**src/rtl/node_net_iface.sv**
```systemverilog
// node_net_iface: mesh router local-port interface with a credit-controlled inject queue
// and an eject queue that returns one credit per flit consumed by the host.
module node_net_iface #(
    parameter int FLIT_W    = 20,
    parameter int CREDITS   = 4,
    parameter int TXQ_DEPTH = 4,
    parameter int EJQ_DEPTH = 4,
    parameter int CNT_W     = 16
) (
    input  logic              clk,
    input  logic              RST,
    input  logic [3:0]        position,
    input  logic [3:0]        tx_dest,
    input  logic [FLIT_W-9:0] tx_data,
    input  logic              tx_valid,
    output logic              tx_ready,
    output logic [FLIT_W-1:0] flit_out,
    output logic              flit_out_valid,
    input  logic              credit_in,
    input  logic [FLIT_W-1:0] flit_in,
    input  logic              flit_in_valid,
    output logic              credit_out,
    output logic [FLIT_W-9:0] rx_data,
    output logic [3:0]        rx_src,
    output logic              rx_valid,
    input  logic              rx_ready,
    output logic [CNT_W-1:0]  tx_count,
    output logic [CNT_W-1:0]  rx_count,
    output logic              err_credit,
    output logic              err_overflow,
    output logic              err_misroute
);
    localparam int TP_W = $clog2(TXQ_DEPTH);
    localparam int TC_W = $clog2(TXQ_DEPTH + 1);
    localparam int EP_W = EJQ_DEPTH > 1 ? $clog2(EJQ_DEPTH) : 1;
    localparam int EC_W = $clog2(EJQ_DEPTH + 1);
    localparam int EJ_W = FLIT_W - 4;
    localparam logic [3:0] CR_MAX = 4'(CREDITS);

    logic [FLIT_W-1:0] tx_mem [TXQ_DEPTH];
    logic [TP_W-1:0]   tx_wr, tx_rd;
    logic [TC_W-1:0]   tx_cnt;
    logic [3:0]        credits;
    logic              send, push;

    logic [EJ_W-1:0]   ej_mem [EJQ_DEPTH];
    logic [EP_W-1:0]   ej_wr, ej_rd;
    logic [EC_W-1:0]   ej_cnt;
    logic              pop, accept;

    assign send     = (tx_cnt != '0) && (credits != '0);
    assign tx_ready = (tx_cnt != TC_W'(TXQ_DEPTH)) || send;
    assign push     = tx_valid && tx_ready;

    always_ff @(posedge clk)
        if (push) tx_mem[tx_wr] <= {tx_dest, position, tx_data};

    always_ff @(posedge clk or negedge RST) begin
        if (!RST) begin
            tx_wr          <= '0;
            tx_rd          <= '0;
            tx_cnt         <= '0;
            credits        <= CR_MAX;
            flit_out       <= '0;
            flit_out_valid <= 1'b0;
            tx_count       <= '0;
            err_credit     <= 1'b0;
        end else begin
            tx_wr          <= tx_wr + TP_W'(push);
            tx_rd          <= tx_rd + TP_W'(send);
            tx_cnt         <= tx_cnt + TC_W'(push) - TC_W'(send);
            flit_out       <= send ? tx_mem[tx_rd] : '0;
            flit_out_valid <= send;
            tx_count       <= tx_count + CNT_W'(send);
            // a returned credit and a send in the same cycle cancel out
            if (credit_in && !send) begin
                if (credits == CR_MAX) err_credit <= 1'b1;
                else credits <= credits + 4'd1;
            end else if (send && !credit_in) begin
                credits <= credits - 4'd1;
            end
        end
    end

    assign rx_valid        = ej_cnt != '0;
    assign pop             = rx_valid && rx_ready;
    assign accept          = flit_in_valid && ((ej_cnt != EC_W'(EJQ_DEPTH)) || pop);
    assign {rx_src, rx_data} = ej_mem[ej_rd];

    // only src and payload are kept; dest is consumed by the misroute check
    always_ff @(posedge clk)
        if (accept) ej_mem[ej_wr] <= flit_in[EJ_W-1:0];

    always_ff @(posedge clk or negedge RST) begin
        if (!RST) begin
            ej_wr        <= '0;
            ej_rd        <= '0;
            ej_cnt       <= '0;
            credit_out   <= 1'b0;
            rx_count     <= '0;
            err_overflow <= 1'b0;
            err_misroute <= 1'b0;
        end else begin
            if (accept) ej_wr <= (ej_wr == EP_W'(EJQ_DEPTH - 1)) ? '0 : ej_wr + 1'b1;
            if (pop) ej_rd <= (ej_rd == EP_W'(EJQ_DEPTH - 1)) ? '0 : ej_rd + 1'b1;
            ej_cnt     <= ej_cnt + EC_W'(accept) - EC_W'(pop);
            credit_out <= pop;
            rx_count   <= rx_count + CNT_W'(accept);
            if (flit_in_valid && !accept) err_overflow <= 1'b1;
            if (accept && flit_in[FLIT_W-1:FLIT_W-4] != position) err_misroute <= 1'b1;
        end
    end
endmodule

```
**config.mk**
```make
export PLATFORM = sky130hd
export DESIGN_NAME = node_net_iface
export DESIGN_NICKNAME = d
export VERILOG_FILES = /design/src/rtl/node_net_iface.sv
export SDC_FILE = /design/constraint.sdc
export NUM_CORES = 1
export LEC_CHECK = 0
export ABC_CLOCK_PERIOD_IN_PS = 5200
export BUFFER_PORTS_ARGS = -buffer_cell sky130_fd_sc_hd__clkbuf_2
export CAP_MARGIN = 20
export CORE_UTILIZATION = 50
export DETAILED_ROUTE_END_ITERATION = 7
export GPL_TIMING_DRIVEN = 0
export PLACE_DENSITY = 0.79
export SETUP_SLACK_MARGIN = 0.05
export SLEW_MARGIN = 20
export SYNTH_ARGS = -nofsm -noshare
export SYNTH_HDL_FRONTEND = slang
export SYNTH_SLANG_ARGS = --single-unit
```
**constraint.sdc**
```tcl
create_clock -name clk -period 5.2 [get_ports clk]
set_input_delay 0.78 -clock clk [delete_from_list [all_inputs] [get_ports clk]]
set_output_delay 0.78 -clock clk [all_outputs]
set_load 0.005 [all_outputs]
```
==> results.md, run 1 <==
- First-pass GRT wire length: 25.8 mm
- Min Tclk post-route: 2.91 ns
- # clock sinks: 219
- Gates resized, CTS repair: 0
- Vias: 4438
- Area growth syn-to-layout: 21.2%
- DRC violations left: 0
- Post-Syn Nets: 514
- Distinct cells, synth: 37
- Mux cell area share after synthesis: 0.100
- MaxCap Viol Count: 0
- Final cell count without fillers: 840
- Drt total wl: approximately 16 mm
- Crit. End Element: register
- Avg Inst Size Synth: 18.8 um^2
- Min-Delay Path Class: in -> async
- Worst r2r dst: tx_cnt[2]$_DFF_PN0_
- Slew @ Worst Pin: 1.05 ns
- VDD IR max: 0.466 mV
- Area fraction in and, or, nand and nor cells after synthesis: 0.0613
- Placed instance count: 797
- Max-slew violations: 0
- Gr usage total: 0.193
- Port Buf Inserts: 119
- Initial DRC Count: between 200 and 250
- Compound-Gate Fraction of Synth Area: 0.0112
- Period utilization: 0.559
- Outcome: complete, no violations
- Post-Synth XOR/XNOR Area: 0.0438
- Pre-CTS setup slack: 2.29 ns
- Setup Skew: 0.0138 ns
- Filler cells: roughly 1200
- F_max: 344 MHz
- Vias in the first global route: ~4800
- GR Overflow Total: 0
- Post-route cell area: ~0.01 mm^2
- Max clock buf depth: 3
- Largest net degree at the start of global routing: 46
- TritonCTS clock tree: yes
- 1st-pass router iterations: 4
- Row cnt: 47
- CTS root buf: clkbuf_16
- Worst-Skew Late Latency: slightly above 0.5 ns
- Total CTS buffers: 24
- Post-CTS Setup Repair Bufs: 0
- Critical path startpoint category: register
- Ports: 121
- # setup viols final: 0
- Largest family of logic cells by synthesized area: multiplexers
- Reg2reg start: tx_cnt[1]$_DFF_PN0_
- WL per Instance: 18.9 um
- Die height: 132 um
- Yosys reg bits: 219
- Flop2flop setup slack: 2.29 ns
- Synthesized area: 0.00840 mm^2
- Via/cell ratio: 5.28
- Initial antenna violation count: 0
- Core footprint: roughly 0.017 mm^2
- Pleak: 4.04 nW
- CP required: 5.62 ns
- Area of the die: 0.0173 mm^2
- Post-Synth Adder-Cell Area: 0.0325
- DP HPWL: approximately 11 mm
- Critical path class: reg -> reg
- Worst setup margin: 2.29 ns
- Synth warn: 0
- Initial core utilization: 0.509
- Nets: approximately 670
- R2R depth: 11
- Clock Pin Slew Worst Setup and Hold Paths: 0.06 ns
- Die X: 132 um
- CP Max Fanout: 10
- Hold-fix buffers, CTS: 0
- Pwr/cell area: between 500 and 600 mW/mm^2
- Slew headroom: 0.299
- CTS H-tree depth: 1
- Final setup TNS: 0 ns
- Antenna viol nets, final: 0
- Power Total: roughly 6 mW
- RSZ-0062 raised after global routing: no
- Layout cell share with drive strength beyond 1: 0.350
- Routability cong.: between 0.7 and 0.8
- Syn Inst Count: 448
- Hold Vio Cnt, Final: 0
- Crit path DAT: 3.33 ns
- # diodes: 0
- Register area share after synthesis: 0.738
- Placed Area: 0.00940 mm^2
[cells by family (layout without fill, tap and decap cells)]
kind of cell | after synthesis | in the layout
AO/OA/AOI/OAI | 13 | 13
flip-flops | 219 | 219
buffers and inverters | 26 | 198
AND/OR/NAND/NOR | 89 | 89
XOR/XNOR | 42 | 42
multiplexers | 39 | 39
adder cells (fa/ha/maj) | 20 | 20
[sequential cells by signal, indices dropped and copies added (netlist names)]
| register | cells |
|---|---|
| tx_mem | 80 |
| ej_mem | 64 |
| flit_out | 20 |
| rx_count | 16 |
| tx_count | 16 |
| credits | 4 |
| ej_cnt | 3 |
| tx_cnt | 3 |
| ej_rd | 2 |
| ej_wr | 2 |
| tx_rd | 2 |
| tx_wr | 2 |
| credit_out | 1 |
| err_credit | 1 |
| err_misroute | 1 |
| err_overflow | 1 |
| flit_out_valid | 1 |
[worst max path at each step]
stage                        start                     end  slack, ns  cells past startpoint
2_1_floorplan             tx_valid  tx_mem[1][0]$_DFFE_PP_       2.34                      2
3_3_place_gp              tx_valid  tx_mem[2][2]$_DFFE_PP_       1.01                      3
3_5_place_dp   tx_cnt[1]$_DFF_PN0_     tx_cnt[2]$_DFF_PN0_       2.29                     11
4_1_cts        tx_cnt[1]$_DFF_PN0_     tx_cnt[2]$_DFF_PN0_       2.22                     11
5_1_grt        tx_cnt[1]$_DFF_PN0_     tx_cnt[2]$_DFF_PN0_       2.03                     11
6_report       tx_cnt[1]$_DFF_PN0_     tx_cnt[2]$_DFF_PN0_       2.29                     11
[per-layer routing]
metal  global-route usage  part of all wire  vias to the layer above
li1                     -                 -                     2003
met2                0.353              0.55                      121
met1                0.235              0.39                     2290
met3               0.0382             0.047                       24
met5                    0                 0                        -
met4               0.0446             0.019                        0
[placed cells by master (no fill, tap or decap), types with 14 or more instances in the layout]
cell type / Yosys / final
ha_1: 17 / 17
clkbuf_1: 6 / 14
clkbuf_16: 0 / 24
edfxtp_1: 144 / 144
xnor2_1: 33 / 33
nor2b_1: 22 / 22
mux4_2: 36 / 36
nand2_1: 15 / 15
dfrtp_1: 74 / 74
clkbuf_2: 0 / 118
nand3_1: 14 / 14
[Yosys cell counts (all sizes together)]
| cell type | count | area, um^2 |
|---|---|---|
| nor2b | 22 | 138 |
| nand4 | 5 | 31.3 |
| o21ai | 4 | 20.0 |
| nor3b | 2 | 15.0 |
| and2 | 4 | 25.0 |
| and4 | 5 | 43.8 |
| nand3 | 14 | 70.1 |
| o31a | 1 | 8.76 |
| fa | 3 | 60.1 |
| nor2 | 7 | 26.3 |
| a21o | 4 | 31.3 |
| mux2i | 1 | 10.0 |
| a32oi | 1 | 8.76 |
| dfrtp | 74 | 1850 |
| clkbuf | 6 | 22.5 |
| xor2 | 9 | 78.8 |
| nor3 | 5 | 30.0 |
| a41o | 1 | 10.0 |
| or3 | 2 | 12.5 |
| mux2 | 2 | 22.5 |
| inv | 13 | 48.8 |
| or2 | 1 | 6.26 |
| a32o | 1 | 10.0 |
| nand2 | 15 | 56.3 |
| and3 | 5 | 31.3 |
| ha | 17 | 213 |
| dfstp | 1 | 26.3 |
| a21oi | 1 | 5.00 |
| buf | 7 | 37.5 |
| mux4 | 36 | 811 |
| nor4 | 1 | 21.3 |
| nor4b | 1 | 8.76 |
| xnor2 | 33 | 289 |
| edfxtp | 144 | 4320 |
[where the power goes]
part	internal (mW)	leakage, nW	switching, mW
combinational	0.803	1.41	0.825
clock	1.01	0.378	0.649
sequential	2.34	2.25	0.226
total	4.15	4.04	1.70
[area by class of cell]
class / instances / area, um^2 / share of cell area
inverters: 13 / 48.8 / 0.00479
clock buffers: 36 / 686 / 0.0673
flip-flops and latches: 219 / 6200 / 0.609
plain buffers: 13 / 60.1 / 0.00589
multi-input cells: 203 / 2110 / 0.207
repair buffers: 129 / 704 / 0.0691
clock inverters: 7 / 105 / 0.0103
well taps: 220 / 275 / 0.0270
[worst max-delay path, stage by stage (launching register included)]
cell	delay, ns
dfrtp_1	0.45
nor3_2	0.43
or2_2	0.25
buf_2	0.25
inv_1	0.15
ha_1	0.31
inv_1	0.06
ha_1	0.13
inv_1	0.06
fa_1	0.40
xnor2_1	0.18
xnor2_1	0.15
[metrics by stage]
stage	utilization	hold WS, ns
5_1_grt	0.617	0.282
2_1_floorplan	-	0.451
3_5_place_dp	0.569	0.456
6_report	0.617	0.257
3_3_place_gp	0.561	0.442
4_1_cts	0.617	0.259
No activity file was read; power rests on OpenSTA's default activity.
==> run 2, diff against run 1 <==
--- a/config.mk
+++ b/config.mk
@@ -5,13 +5,14 @@
 export SDC_FILE = /design/constraint.sdc
 export NUM_CORES = 1
 export LEC_CHECK = 0
-export ABC_CLOCK_PERIOD_IN_PS = 5200
+export ABC_AREA = 1
+export ABC_CLOCK_PERIOD_IN_PS = 2500
 export BUFFER_PORTS_ARGS = -buffer_cell sky130_fd_sc_hd__clkbuf_2
 export CAP_MARGIN = 20
 export CORE_UTILIZATION = 50
 export DETAILED_ROUTE_END_ITERATION = 7
 export GPL_TIMING_DRIVEN = 0
-export PLACE_DENSITY = 0.79
+export PLACE_DENSITY = 0.82
 export SETUP_SLACK_MARGIN = 0.05
 export SLEW_MARGIN = 20
 export SYNTH_ARGS = -nofsm -noshare
==> constraint.sdc (replaced) <==
create_clock -name clk -period 2.5 [get_ports clk]
set_input_delay 0.375 -clock clk [delete_from_list [all_inputs] [get_ports clk]]
set_output_delay 0.375 -clock clk [all_outputs]
set_load 0.005 [all_outputs]
==> run 2 against run 1 <==
Routed wire length increased by 13%; worst hold slack lost 0.16 ns; register-to-register slack got worse by 2.1 ns; synthesized cell count increased by 50%; design area rose by 2.5%; count of clock-buffer cells in the layout fell by 9; first-iteration DRC count grew 45%; global-route usage rose by 1.1 points; die area grew 2.4%; area after synthesis is 2.4% higher; setup slack worse by 2.1 ns; final cell count is 27% higher; critical path type is now reg -> out; largest cell class unchanged.
==> results.md, run 2 <==
- Hold Vio Cnt, Final: 0 (unchanged)
- Flop2flop setup slack: 0.21 ns (-2.08 ns)
- Top FF cell, synth: edfxtp_1
- Worst hold stages: 1
- Antenna viol nets, final: 0 (unchanged)
- Dominant cells by area after synthesis: edfxtp_1, dfrtp_1, nor2_1, o21ai_0, ha_1
- Core footprint: 0.0167 mm^2 (+1.1%)
- Die X: 133 um (+1.2%)
- Largest net degree at the start of global routing: 42 (-8.7%)
- Mux cell area share after synthesis: 0 (-0.100)
- Max reg flops: 80 (unchanged)
- Power Total: 12.6 mW (+120%)
- Register with the most flip-flops: tx_mem
- Grt met3 use: 0.0304 (-0.00775)
- Gr busiest metal: met2
- Synth warn: 0 (unchanged)
- CTS H-tree depth: 1 (unchanged)
- Hold Crit Start: tx_data[10]
- CTS root buf: clkbuf_16
- Row cnt: 47 (unchanged)
- Crit. End Element: primary output
- Area of the die: 0.0177 mm^2 (+2.4%)
- Area growth syn-to-layout: 21.4% (about the same)
- Gr usage total: 0.204 (+0.0109)
- DRC violations left: 0 (unchanged)
- MaxCap Viol Count: 0 (unchanged)
- Min-Delay Path Class: in -> reg
- F_max: about 430 MHz
- Port Buf Inserts: 120 (+0.84%)
- Commonest non-fill, non-tap cell in the layout: edfxtp_1
- Layout cell share with drive strength beyond 1: 0.244 (-0.106)
- Slew headroom: 0.372 (+0.0730)
- Largest family of logic cells by synthesized area: simple AND/OR/NAND/NOR gates
- DP HPWL: 11.8 mm (+8.0%)
- # clock sinks: 219 (unchanged)
- Min Tclk post-route: between 2 and 2.5 ns
- Max clock buf depth: 3 (unchanged)
- Worst-Skew Late Latency: 0.50 ns (about the same)
- M2 GR Usage: 0.360 (+0.00648)
- CP required: 2.12 ns (-3.50 ns)
- Crit path DAT: 1.96 ns (-1.37 ns)
- # diodes: 0 (unchanged)
- Critical path class: reg -> out
- RSZ-0062 raised after global routing: no
- R2R depth: 8 (-3)
- CP Max Fanout: 10 (unchanged)
- Post-CTS Setup Repair Bufs: 0 (unchanged)
- Setup Skew: 0.00490 ns (-0.00895 ns)
- Core Util, Final: 0.626 (+0.00899)
- 1st-pass router iterations: 6 (+2)
- Initial core utilization: 0.516 (+0.00691)
- Number of flops mapped to enable cells by yosys: 144 (unchanged)
- Outcome: complete, no violations
- Most frequent cell after synthesis: edfxtp_1
- First-pass GRT wire length: 28.2 mm (+9.1%)
- Ports: 121 (unchanged)
- Post-route cell area: 0.0104 mm^2 (+2.5%)
- Compound-Gate Fraction of Synth Area: 0.0719 (+0.0608)
- Post-Synth Adder-Cell Area: 0.0317 (-0.000774)
- Synthesized area: 0.00861 mm^2 (+2.4%)
- Avg Inst Size Synth: 12.8 um^2 (-32%)
- Total CTS buffers: 23 (-4.2%)
- Routability cong.: 0.804 (+3.2%)
- Nets: 898 (+34%)
- Worst setup margin: 0.168 ns (-2.12 ns)
- Yosys reg bits: 219 (unchanged)
- Vias: 5605 (+26%)
- Period utilization: 0.933
- GR Overflow Total: 0 (unchanged)
- TritonCTS clock tree: yes
- Final setup TNS: 0 ns (unchanged)
- Pwr/cell area: 1210 mW/mm^2 (+110%)
- Leading area contributor after synthesis: edfxtp_1
- Post-synth top area share: 0.502 (-0.0123)
- Drt total wl: 18.0 mm (+13%)
- Met1 Usage GRT: 0.256 (+0.0208)
- WL per Instance: 16.9 um (-11%)
- Die height: 133 um (+1.2%)
- Slew @ Worst Pin: 0.940 ns (-0.111 ns)
- Register area share after synthesis: 0.720 (-0.0176)
- Most frequent cells in the layout: edfxtp_1, nor2_1, clkbuf_2, o21ai_0, dfrtp_1
- Asr flop ratio synth: 0.342 (unchanged)
- Post-Syn Nets: 740 (+44%)
- Top flop regs: tx_mem (80), ej_mem (64), flit_out (20)
- Reg2reg start: credits[2]$_DFFE_PN1P_
- Max-slew violations: 0 (unchanged)
- Worst r2r dst: tx_mem[1][15]$_DFFE_PP_
- Pleak: 4.27 nW (+5.6%)
- Post-synth top cells: edfxtp_1, nor2_1, o21ai_0
- Critical path startpoint category: register
- Hold Path End: tx_mem[1][10]$_DFFE_PP_
- Syn Inst Count: 674 (+50%)
- VDD IR max: 0.725 mV (+56%)
- Distinct cells, synth: 30 (-19%)
- Post-Synth XOR/XNOR Area: 0.0397 (-0.00410)
- # setup viols final: 0 (unchanged)
- Initial antenna violation count: 0 (unchanged)
- Pre-CTS setup slack: 0.112 ns (-2.17 ns)
- Initial DRC Count: 301 (+45%)
- Via/cell ratio: 5.24 (-0.76%)
- Placed Area: 0.00966 mm^2 (+2.8%)
- Clock Pin Slew Worst Setup and Hold Paths: 0.06 ns (about the same)
- Area fraction in and, or, nand and nor cells after synthesis: 0.109 (+0.0474)
- Filler cells: 1212 (-1.5%)
- Vias in the first global route: 5599 (+17%)
## run 2: worst max-delay path by stage
stage | start | to | slack (ns) | cells after the start
global placement | credits[2]$_DFFE_PN1P_ | tx_mem[1][16]$_DFFE_PP_ | -1.34 | 6
finish | ej_rd[1]$_DFFE_PN0P_ | rx_data[11] | 0.17 | 4
floorplan | credits[2]$_DFFE_PN1P_ | tx_mem[0][0]$_DFFE_PP_ | -0.24 | 6
global route | ej_rd[1]$_DFFE_PN0P_ | rx_src[0] | 0.06 | 4
detailed placement | credits[2]$_DFFE_PN1P_ | tx_mem[1][15]$_DFFE_PP_ | 0.11 | 8
CTS | ej_rd[0]$_DFFE_PN0P_ | rx_data[7] | 0.05 | 5
## run 2: logic make-up after synthesis
| family | Yosys count |
|---|---|
| DFF | 219 |
| and+or+nand+nor | 216 |
| AOI/OAI and AO/OA | 118 |
| buffers and inverters | 62 |
| xor gates and xnor gates | 39 |
| adders and majority gates | 20 |
## run 2: timing repair
item                                    in CTS  in global routing
endpoints found under the hold margin       34                  0
hold buffers                                 1                  0
endpoints found under the setup margin       7                 41
cloned                                       0                  0
resized for setup                            2                  9
## run 2: worst max-delay path, cell delays in order, from the launching register on
cell      delay [ns]
dfrtp_1         0.53
clkbuf_1        0.36
o21ai_0         0.19
o22ai_1         0.23
clkbuf_2        0.15
## run 2: power by group
| group | switching (mW) | total (mW) | internal [mW] |
|---|---|---|---|
| clock | 1.38 | 3.42 | 2.04 |
| combinational | 2.44 | 3.87 | 1.43 |
| sequential | 0.457 | 5.31 | 4.86 |
| total | 4.27 | 12.6 | 8.33 |
## run 2: final cells by class
type | instances | area (um^2) | share of cell area
buffer | 23 | 97.6 | 0.00934
clock buffer | 27 | 601 | 0.0575
clock inverter | 15 | 168 | 0.0160
inverter | 39 | 146 | 0.0140
multi-input combinational | 393 | 2200 | 0.211
sequential | 219 | 6200 | 0.594
tap | 220 | 275 | 0.0263
timing repair buffer | 133 | 757 | 0.0724
## run 2: routing by layer
layer	routed length [um]	vias to the layer above
met5	0	-
met4	426	0
met3	1250	35
met2	9240	236
met1	7110	2696
li1	-	2638
## run 2: per-stage QoR
step	instances	hold slack, ns
after floorplan	674	0.0794
after global placement	1014	0.442
after detailed placement	1026	0.422
after CTS	1069	0.0763
after global routing	1069	0.0755
final	1069	0.0946
